==> config.mk <==
export PLATFORM = sky130hd
export DESIGN_NAME = apu_dmc
export DESIGN_NICKNAME = d
export VERILOG_FILES = /design/src/rtl/apu_pkg.sv /design/src/rtl/apu_dmc_reader.sv /design/src/rtl/apu_dmc.sv
export SDC_FILE = /design/constraint.sdc
export NUM_CORES = 1
export LEC_CHECK = 0
export BUFFER_PORTS_ARGS = -buffer_cell sky130_fd_sc_hd__buf_2
export CAP_MARGIN = 20
export CORE_ASPECT_RATIO = 1.2
export CORE_UTILIZATION = 59
export CTS_BUF_LIST = sky130_fd_sc_hd__clkbuf_16
export DETAILED_ROUTE_END_ITERATION = 8
export PLACE_DENSITY = 0.8
export REMOVE_ABC_BUFFERS = 1
export SLEW_MARGIN = 30
export SYNTH_ARGS = -nofsm -noshare
export SYNTH_HDL_FRONTEND = slang
export SYNTH_HIERARCHICAL = 1
export SYNTH_SLANG_ARGS = --single-unit
==> constraint.sdc <==
create_clock -name clk -period 2.8 [get_ports clk]
set_input_delay 0.28 -clock clk [delete_from_list [all_inputs] [get_ports clk]]
set_output_delay 0.28 -clock clk [all_outputs]
set_load 0.01 [all_outputs]
==> src/rtl/apu_pkg.sv <==
// Shared constants and types for the APU delta-modulation channel.
// Pure declarations, no logic and no latency.
// No flow control; consumers sample these constants directly.
package apu_pkg;

    // Sample memory window: fetches start inside $C000-$FFFF and wrap into $8000
    localparam logic [15:0] DMC_ADDR_BASE = 16'hC000;
    localparam logic [15:0] DMC_ADDR_WRAP = 16'h8000;

    // Output-unit clock periods in CPU clocks, indexed by $4010[3:0]
    localparam logic [8:0] DMC_RATE_NTSC [16] = '{
        9'd428, 9'd380, 9'd340, 9'd320, 9'd286, 9'd254, 9'd226, 9'd214,
        9'd190, 9'd160, 9'd142, 9'd128, 9'd106, 9'd84,  9'd72,  9'd54
    };

    localparam logic [8:0] DMC_RATE_PAL [16] = '{
        9'd398, 9'd354, 9'd316, 9'd298, 9'd276, 9'd236, 9'd210, 9'd198,
        9'd176, 9'd148, 9'd132, 9'd118, 9'd98,  9'd78,  9'd66,  9'd50
    };

    // Sample reader: either idle or holding a fetch request towards the arbiter
    typedef enum logic {
        RD_IDLE = 1'b0,
        RD_REQ  = 1'b1
    } rd_state_t;

    // Period lookup for the selected video standard
    function automatic logic [8:0] dmc_period(input logic pal, input logic [3:0] idx);
        return pal ? DMC_RATE_PAL[idx] : DMC_RATE_NTSC[idx];
    endfunction

endpackage

==> src/rtl/apu_dmc_reader.sv <==
// DMC sample reader: fetches sample bytes into the one-byte buffer over the DMA bus.
// Request rises the cycle after (buffer empty && bytes remain); byte lands the cycle after grant.
// dma_req is held stable until dma_gnt; an enable-off write withdraws it and discards a same-cycle grant.
module apu_dmc_reader
    import apu_pkg::*;
(
    input  logic        clk,
    input  logic        reset,
    input  logic        en_we,
    input  logic        en,
    input  logic [15:0] start_addr,
    input  logic [11:0] length,
    input  logic        loop_en,
    input  logic        irq_en,
    input  logic        irq_clr,
    input  logic        buf_take,
    output logic        buf_full,
    output logic [7:0]  buf_data,
    output logic        dma_req,
    output logic [15:0] dma_addr,
    input  logic        dma_gnt,
    input  logic [7:0]  dma_data,
    output logic        act,
    output logic        irq
);

    rd_state_t   state;
    rd_state_t   state_nxt;
    logic [15:0] cur_addr;
    logic [11:0] bytes_rem;
    logic        capture;
    logic        last_byte;

    wire disable_wr = en_we && !en;
    wire enable_wr  = en_we && en;

    // Reader state register
    always_ff @(posedge clk) begin
        if (reset) begin
            state <= RD_IDLE;
        end else begin
            state <= state_nxt;
        end
    end

    // Next state: request when the buffer needs refilling, drop on grant or disable
    always_comb begin
        state_nxt = state;
        case (state)
            RD_IDLE: begin
                if (!buf_full && (bytes_rem != 12'd0) && !disable_wr) begin
                    state_nxt = RD_REQ;
                end
            end
            RD_REQ: begin
                if (disable_wr || dma_gnt) begin
                    state_nxt = RD_IDLE;
                end
            end
            default: state_nxt = RD_IDLE;
        endcase
    end

    // Outputs decoded from state; a grant only counts if not cancelled in the same cycle
    always_comb begin
        dma_req   = (state == RD_REQ);
        capture   = (state == RD_REQ) && dma_gnt && !disable_wr;
        last_byte = capture && (bytes_rem == 12'd1);
    end

    assign dma_addr = cur_addr;
    assign act      = (bytes_rem != 12'd0);

    // Address and byte counter: enable writes, post-grant advance, loop restart
    always_ff @(posedge clk) begin
        if (reset) begin
            cur_addr  <= DMC_ADDR_BASE;
            bytes_rem <= 12'd0;
        end else if (disable_wr) begin
            bytes_rem <= 12'd0;
        end else if (enable_wr && (bytes_rem == 12'd0)) begin
            cur_addr  <= start_addr;
            bytes_rem <= length;
        end else if (capture) begin
            if (last_byte && loop_en) begin
                cur_addr  <= start_addr;
                bytes_rem <= length;
            end else begin
                cur_addr  <= (cur_addr == 16'hFFFF) ? DMC_ADDR_WRAP : cur_addr + 16'd1;
                bytes_rem <= bytes_rem - 12'd1;
            end
        end
    end

    // Sample buffer: filled by a grant, emptied when the output unit reloads its shifter
    always_ff @(posedge clk) begin
        if (reset) begin
            buf_full <= 1'b0;
            buf_data <= 8'h00;
        end else if (capture) begin
            buf_full <= 1'b1;
            buf_data <= dma_data;
        end else if (buf_take) begin
            buf_full <= 1'b0;
        end
    end

    // Interrupt flag: set when a non-looping sample ends, clear request takes priority
    always_ff @(posedge clk) begin
        if (reset) begin
            irq <= 1'b0;
        end else if (irq_clr) begin
            irq <= 1'b0;
        end else if (last_byte && !loop_en && irq_en) begin
            irq <= 1'b1;
        end
    end

endmodule

==> src/rtl/apu_dmc.sv <==
// APU delta-modulation channel: registers, rate timer and 7-bit output unit around the sample reader.
// Output level moves one step per timer period; register writes take effect on the next clk.
// Bus fetches are paced by buffer drain; the arbiter may stall dma_gnt indefinitely.
module apu_dmc
    import apu_pkg::*;
#(
    parameter bit PAL = 1'b0
) (
    input  logic        clk,
    input  logic        reset,
    input  logic        reg_we,
    input  logic [1:0]  reg_addr,
    input  logic [7:0]  reg_wdata,
    input  logic        en_we,
    input  logic        en,
    output logic        dma_req,
    output logic [15:0] dma_addr,
    input  logic        dma_gnt,
    input  logic [7:0]  dma_data,
    output logic [6:0]  out,
    output logic        act,
    output logic        irq
);

    logic        irq_en;
    logic        loop_en;
    logic [3:0]  rate_idx;
    logic [7:0]  start_reg;
    logic [7:0]  len_reg;
    logic [15:0] start_addr;
    logic [11:0] length;
    logic        irq_clr;

    logic [8:0]  timer;
    logic        out_clk;

    logic [7:0]  shift_reg;
    logic [2:0]  bits_rem;
    logic        silence;
    logic [6:0]  level;
    logic        buf_full;
    logic [7:0]  buf_data;
    logic        buf_take;

    // Sample start in 64-byte pages above $C000; length in 16-byte units plus one
    assign start_addr = DMC_ADDR_BASE + {2'b00, start_reg, 6'b000000};
    assign length     = {len_reg, 4'b0000} + 12'd1;
    assign irq_clr    = en_we || (reg_we && (reg_addr == 2'd0) && !reg_wdata[7]);

    // $4010 / $4012 / $4013 configuration registers ($4011 goes straight to the level)
    always_ff @(posedge clk) begin
        if (reset) begin
            irq_en    <= 1'b0;
            loop_en   <= 1'b0;
            rate_idx  <= 4'd0;
            start_reg <= 8'h00;
            len_reg   <= 8'h00;
        end else if (reg_we) begin
            case (reg_addr)
                2'd0: begin
                    irq_en   <= reg_wdata[7];
                    loop_en  <= reg_wdata[6];
                    rate_idx <= reg_wdata[3:0];
                end
                2'd2:    start_reg <= reg_wdata;
                2'd3:    len_reg   <= reg_wdata;
                default: ;
            endcase
        end
    end

    // Rate timer: counts down, reload picks up a new rate only at the wrap
    assign out_clk = (timer == 9'd0);

    always_ff @(posedge clk) begin
        if (reset) begin
            timer <= dmc_period(PAL, 4'd0) - 9'd1;
        end else if (out_clk) begin
            timer <= dmc_period(PAL, rate_idx) - 9'd1;
        end else begin
            timer <= timer - 9'd1;
        end
    end

    // The shifter swallows the buffer at the end of each 8-bit output cycle
    assign buf_take = out_clk && (bits_rem == 3'd0) && buf_full;

    // Output unit: step level by +/-2 per bit with saturation, CPU level write wins
    always_ff @(posedge clk) begin
        if (reset) begin
            level     <= 7'd0;
            shift_reg <= 8'h00;
            bits_rem  <= 3'd7;
            silence   <= 1'b1;
        end else begin
            if (out_clk) begin
                if (!silence) begin
                    if (shift_reg[0] && (level <= 7'd125)) begin
                        level <= level + 7'd2;
                    end else if (!shift_reg[0] && (level >= 7'd2)) begin
                        level <= level - 7'd2;
                    end
                end
                if (bits_rem == 3'd0) begin
                    bits_rem <= 3'd7;
                    if (buf_full) begin
                        shift_reg <= buf_data;
                        silence   <= 1'b0;
                    end else begin
                        shift_reg <= shift_reg >> 1;
                        silence   <= 1'b1;
                    end
                end else begin
                    bits_rem  <= bits_rem - 3'd1;
                    shift_reg <= shift_reg >> 1;
                end
            end
            if (reg_we && (reg_addr == 2'd1)) begin
                level <= reg_wdata[6:0];
            end
        end
    end

    assign out = level;

    apu_dmc_reader u_reader (
        .clk        (clk),
        .reset      (reset),
        .en_we      (en_we),
        .en         (en),
        .start_addr (start_addr),
        .length     (length),
        .loop_en    (loop_en),
        .irq_en     (irq_en),
        .irq_clr    (irq_clr),
        .buf_take   (buf_take),
        .buf_full   (buf_full),
        .buf_data   (buf_data),
        .dma_req    (dma_req),
        .dma_addr   (dma_addr),
        .dma_gnt    (dma_gnt),
        .dma_data   (dma_data),
        .act        (act),
        .irq        (irq)
    );

endmodule
Yosys cells after proc, flatten, opt, wreduce, memory -nomap -nowiden

Memory sizes are Yosys's and may differ from the RTL's.
Index checks and enable logic that the tools add are counted.

Bits in registers: 89
Memory bits (read-only): 144
Input bits: 24
Output and inout bits: 26
Memories: 1

Add/subtract/negate cells: 9
Magnitude comparators: 3
Equality and inequality tests: 6
Mux-type cells: 24
Bitwise logic cells: 3
Reduce and logical (&&, ||, !) cells: 43

Memories:

| name             | depth | width | rd ports | clocked after memory_dff | write ports | RTL line      | source |
|---|---|---|---|---|---|---|---|
| (name not given) | 16    | 9     | 1        | 0                        | 0           | apu_pkg.sv:29 | `return pal ? DMC_RATE_PAL[idx] : DMC_RATE_NTSC[idx];` |

Operator list:

| kind                                                                   | number |
|---|---|
| 16-bit two-way mux                                                     | 4 |
| 12-bit two-way mux                                                     | 3 |
| 7-bit two-way mux                                                      | 5 |
| 9-bit two-way mux                                                      | 3 |
| 1-bit logical AND                                                      | 18 |
| 9-bit by 1-bit subtractor with 9-bit output, second input constant     | 2 |
| 15-bit by 15-bit adder with 16-bit output, first input constant        | 1 |
| 16-bit by 1-bit adder with 16-bit output, second input constant        | 1 |
| 16-bit equality test, second input constant                            | 1 |
| 8-bit two-way mux                                                      | 2 |
| 12-bit by 1-bit adder with 12-bit output, second input constant        | 1 |
| 12-bit by 1-bit equality test with 1-bit output, second input constant | 1 |
| 12-bit logical NOT                                                     | 1 |
| 12-bit nonzero test                                                    | 1 |
| 12-bit by 1-bit subtractor with 12-bit output, second input constant   | 1 |
| 2-bit AND reduction                                                    | 5 |
| 9-bit logical NOT                                                      | 1 |
| 7-bit by 2-bit adder with 7-bit output, second input constant          | 1 |
| 7-bit by 2-bit >= comparator with 1-bit output, second input constant  | 1 |
| 7-bit less-or-equal comparator, second input constant                  | 1 |
| 7-bit by 2-bit subtractor with 7-bit output, second input constant     | 1 |
| 1-bit logical NOT                                                      | 6 |
| 2-bit nonzero test                                                     | 3 |
| 5-bit >= comparator, second input constant                             | 1 |
| other kinds (15)                                                       | 23 |

Logic depth before layout (Yosys ltp)

Depth after elaboration: 9
Gate-level depth with buffers: 11
Gate-level depth less buffers: 11

Modules after synthesis

Netlist, hierarchy kept.

Modules (own cells, without submodules):

| module         | times used | cells each | area each (um^2) | seq. area each (um^2) |
|---|---|---|---|---|
| apu_dmc        | 1          | 311        | 2640.0           | 1001.0 |
| apu_dmc_reader | 1          | 286        | 2352.3           | 780.7 |

Worst setup path after synthesis

OpenSTA, ideal clock, no wires.

Kind: reg2reg
Start point: reg timer[0]
End point: reg level[3] (netlist: out[3])
Library setup time: 0.091 ns
Arrival time: 2.163 ns
Slack: 0.546 ns
Cell stages (with the launch flop): 8
Buffers on the path: 0
Period minus slack after synthesis: 2.254 ns
Cell sequence: dfxtp_1 > inv_1 > ha_1 > or4b_4 > nor4b_4 > o2111ai_2 > or3_1 > a311oi_1

Cells in the longest elaborated chain, start to end: 3

RTL lines:

| what                                 | RTL line       | source |
|---|---|---|
| start, declared                      | apu_dmc.sv:34  | `logic [8:0] timer;` |
| start signal, assigned               | apu_dmc.sv:77  | `timer <= dmc_period(PAL, 4'd0) - 9'd1;` |
| start signal, assigned               | apu_dmc.sv:79  | `timer <= dmc_period(PAL, rate_idx) - 9'd1;` |
| start signal, assigned               | apu_dmc.sv:81  | `timer <= timer - 9'd1;` |
| 9-bit logical NOT                    | apu_dmc.sv:73  | `assign out_clk = (timer == 9'd0);` |
| 2-bit nonzero test (no source line)  | -              |  |
| 3-bit AND reduction (no source line) | -              |  |
| end signal, assigned                 | apu_dmc.sv:99  | `level <= level + 7'd2;` |
| end signal, assigned                 | apu_dmc.sv:101 | `level <= level - 7'd2;` |
| end signal, assigned                 | apu_dmc.sv:119 | `level <= reg_wdata[6:0];` |
| end, declared                        | apu_dmc.sv:40  | `logic [6:0] level;` |

Every way passes these cells.
A chain may end at the register's enable or synchronous reset.

Worst setup path after layout

Ends and elaborated chain as after synthesis.

==> summary.md <==
| Metric | Value |
|---|---|
| CTS Hold Buffers Added | 0 |
| Tmin final | 2.45 ns |
| Clock Tree Buf Depth | 2 |
| #FFs+latches synth | 89 |
| Comb power frac | between 40 and 50% |
| Post-placement setup slack | 0.405 ns |
| Leak | around 2.3 nW |
| Nets@finish | 688 |
| Min-delay src | dma_data[2] |
| Hold path depth | 3 |
| Post-CTS Setup Inserts | 0 |
| Critical-path top delay cell | or4b_4 |
| Crit Path Class | reg2reg |
| Share of layout cells above drive strength 1 | 16.6% |
| CP arrival | 2.71 ns |
| Worst Hold Class | in2reg |
| Vias in the first global route | roughly 4.3k |
| Library cells used by synthesis | 83 |
| Hold Fails Final Rpt | 0 |
| Unrepaired setup endpoints after global routing | false |
| Leading area contributor after synthesis | dfxtp_1 |
| Cell Pwr Density | 839 nW/um^2 |
| Routed len/inst | 16.4 um |
| Area of the core | around 8000 sq um |
| WP buf/inv | 1 |
| Crit-path cells | inv_1 > ha_1 > or4b_4 > nor4b_4 > o2111ai_2 > or3_1 > a311oi_1 |
| Status | complete, no violations |
| Max VDD drop | around 0.85 mV |
| Setup TNS | 0 ns |
| Initial DRC count | 281 |
| # DRC | 0 |
| IO buf count | 49 |
| Register area share after synthesis | 35.7% |
| Hold slack | 0.167 ns |
| First-pass GRT wire length | 20100 um |
| Starting Density | between 60% and 70% |
| Seq pwr share | 33.6% |
| Clk pin slew, worst setup/hold paths | roughly 0.07 ns |
| Row count | 36 |
| Critical R2R Capture | out[3] |
| Fillers | 649 |
| YS warnings | 6 |
| H-Tree Level Count | 3 |
| Crit end category | flip-flop |
| Largest net degree at the start of global routing | 77 |
| Pre-Repair DR Iteration Count | 5 |
| Total congestion overflow | 0 |
| Endpoint of the worst hold path | u_reader/buf_data[2] |
| Cell with the most instances after synthesis | dfxtp_1 |
| Fmax | 408 MHz |
| CP delay by family, top | simple AND/OR/NAND/NOR gates |
| ANT cells | 0 |
| Slew Limit Fails | 0 |
| TritonCTS Buffers | 9 |
| Io pins | 50 |
| Root buffer cell | clkbuf_16 |
| Die area | 8830 sq um |
| Final period util | 87.6% |
| Synth top area cells | dfxtp_1 (36%), mux2i_1 (5.4%), nor2_1 (5.2%), a21oi_1 (4.6%), nand2_1 (4.3%) |
| Largest register FFs | 16 |
| Reg-to-reg slack, setup | between 0.3 and 0.4 ns |
| Clk Latency, worst-skew pair | 0.35 ns |
| Synth-to-layout area growth | 12.4% |
| Max cap viols | 0 |
| Setup-failing EPs final | 0 |
| Slowest stage delay, CP | 0.51 ns |
| Commonest cells post-synth | dfxtp_1 (89), nor2_1 (69), nand2_1 (57), a21oi_1 (46), nand3_1 (28) |
| Worst-path fanout max | 9 |
| DP HPWL | ~8700 um |
| RD Place Congestion | 0.907 |
| Worst-Margin Slew | between 0.8 and 0.9 ns |
| Top cell type's share of synthesized area | 35.7% |
| Post-synth EDFFs | 0 |
| Synth Instances | 597 |
| Die span in x | 86.0 um |
| Via count | 4729 |
| Dominant synthesized flop cell | dfxtp_1 |
| Die height | a little over 100 um |
| Max-slew headroom | 46.2% |
| Req. time, crit path | 3.05 ns |
| Final wirelength | 12600 um |
| Clock power share | 23.5% |
| Switch share | 41.9% |
| DR vias/cell | between 6 and 7 |
| NetSw | 1.97 mW |
| Register area | 1780 sq um |
| Startpoint Class | flip-flop |
| GRT Total Usage | 28.9% |
| Routed Antenna Nets | 0 |
| Post-synth ARST share | 0% |
| Sink Count | 89 |
| Synthesized cell area | 4990 sq um |
| Initial antenna violation count | 0 |
| Cell-internal power | 2.73 mW |
| Worst R2R Path Depth | 7 |
| Area occupied by multi-input gates | approximately 3000 sq um |
| Final WS setup | 0.348 ns |
| R2r startpoint | timer[0] |
| Clock skew | 0.00833 ns |
| CTS tree | yes |
| Post_cts resized | 0 |
| Syn_area_per_cell | 8.36 sq um |
[stage by stage]
| step | power (mW) | instance area, sq um | instances | util, % |
|---|---|---|---|---|
| 2_1_floorplan | 2.93 | 4870 | 575 | - |
| 3_3_place_gp | 3.50 | 5350 | 750 | 65.6 |
| 3_5_place_dp | 3.55 | 5350 | 750 | 65.6 |
| 4_1_cts | 4.65 | 5610 | 765 | 68.8 |
| 5_1_grt | 4.92 | 5610 | 765 | 68.8 |
| 6_report | 4.70 | 5610 | 765 | 68.8 |
[cell usage in the layout (no fill, tap or decap), drive strengths merged, types with 5 or more instances in the layout]
cell	synthesis	routed
o21ai	18	18
clkbuf	20	9
mux2i	27	27
nand4	5	5
nand2	59	59
nand3	30	30
conb	2	13
a21oi	46	46
buf	13	61
nand2b	12	12
nor3	15	15
a311oi	12	12
o22ai	10	10
and3	6	6
or2	5	5
nor2	70	70
nor4	7	7
a221oi	7	7
xnor2	8	8
a211oi	8	8
ha	17	17
dfxtp	89	89
inv	26	27
or3	10	10
[logic make-up (layout without fill, tap and decap cells)]
logic type	count (synthesis)	count (layout)	synth area share, %
other	2	13	0.150
AND/OR/NAND/NOR	240	240	24.6
AO/OA/AOI/OAI	149	149	21.9
flip-flops	89	89	35.7
XOR/XNOR	11	11	1.93
buffers and inverters	60	103	5.34
multiplexers	29	29	6.09
adder cells (fa/ha/maj)	17	17	4.26
[layer usage]
layer	share of wire [%]	up-vias	track usage, %
met5	0	-	0
met3	6.0	39	5.12
li1	-	2257	-
met2	50	190	50.7
met4	3.1	0	15.0
met1	41	2243	34.0
[worst max path at each step]
stage | start | to | cells past startpoint
final | timer[0] | out[3] | 7
after global routing | rate_idx[1] | timer[7] | 10
after CTS | out[1] | out[6] | 8
after detailed placement | out[1] | out[6] | 8
after global placement | timer[0] | out[3] | 7
after floorplan | timer[0] | out[3] | 7
[power groups by stage]
| stage | Sequential (mW) | Clock (mW) | Combinational [mW] |
|---|---|---|---|
| final | 1.58 | 1.10 | 2.02 |
| after floorplan | 1.58 | 0 | 1.34 |
| after CTS | 1.57 | 1.11 | 1.96 |
| after global routing | 1.60 | 1.16 | 2.16 |
| after global placement | 1.59 | 0 | 1.90 |
| after detailed placement | 1.60 | 0 | 1.95 |
[worst min-delay path: cells and delay by family]
kind                   cells  cell delay (ns)
buffers and inverters      1             0.09
AND/OR/NAND/NOR            1             0.05
AO/OA/AOI/OAI              1             0.05
[cell type report]
class / count / area share, %
clock buffer: 9 / 4.02
tap: 114 / 2.54
sequential: 89 / 31.8
timing repair buffer: 61 / 5.98
inverter: 27 / 1.81
clock inverter: 6 / 0.669
multi-input combinational: 459 / 53.2
Power figures use the tool's default switching activity.
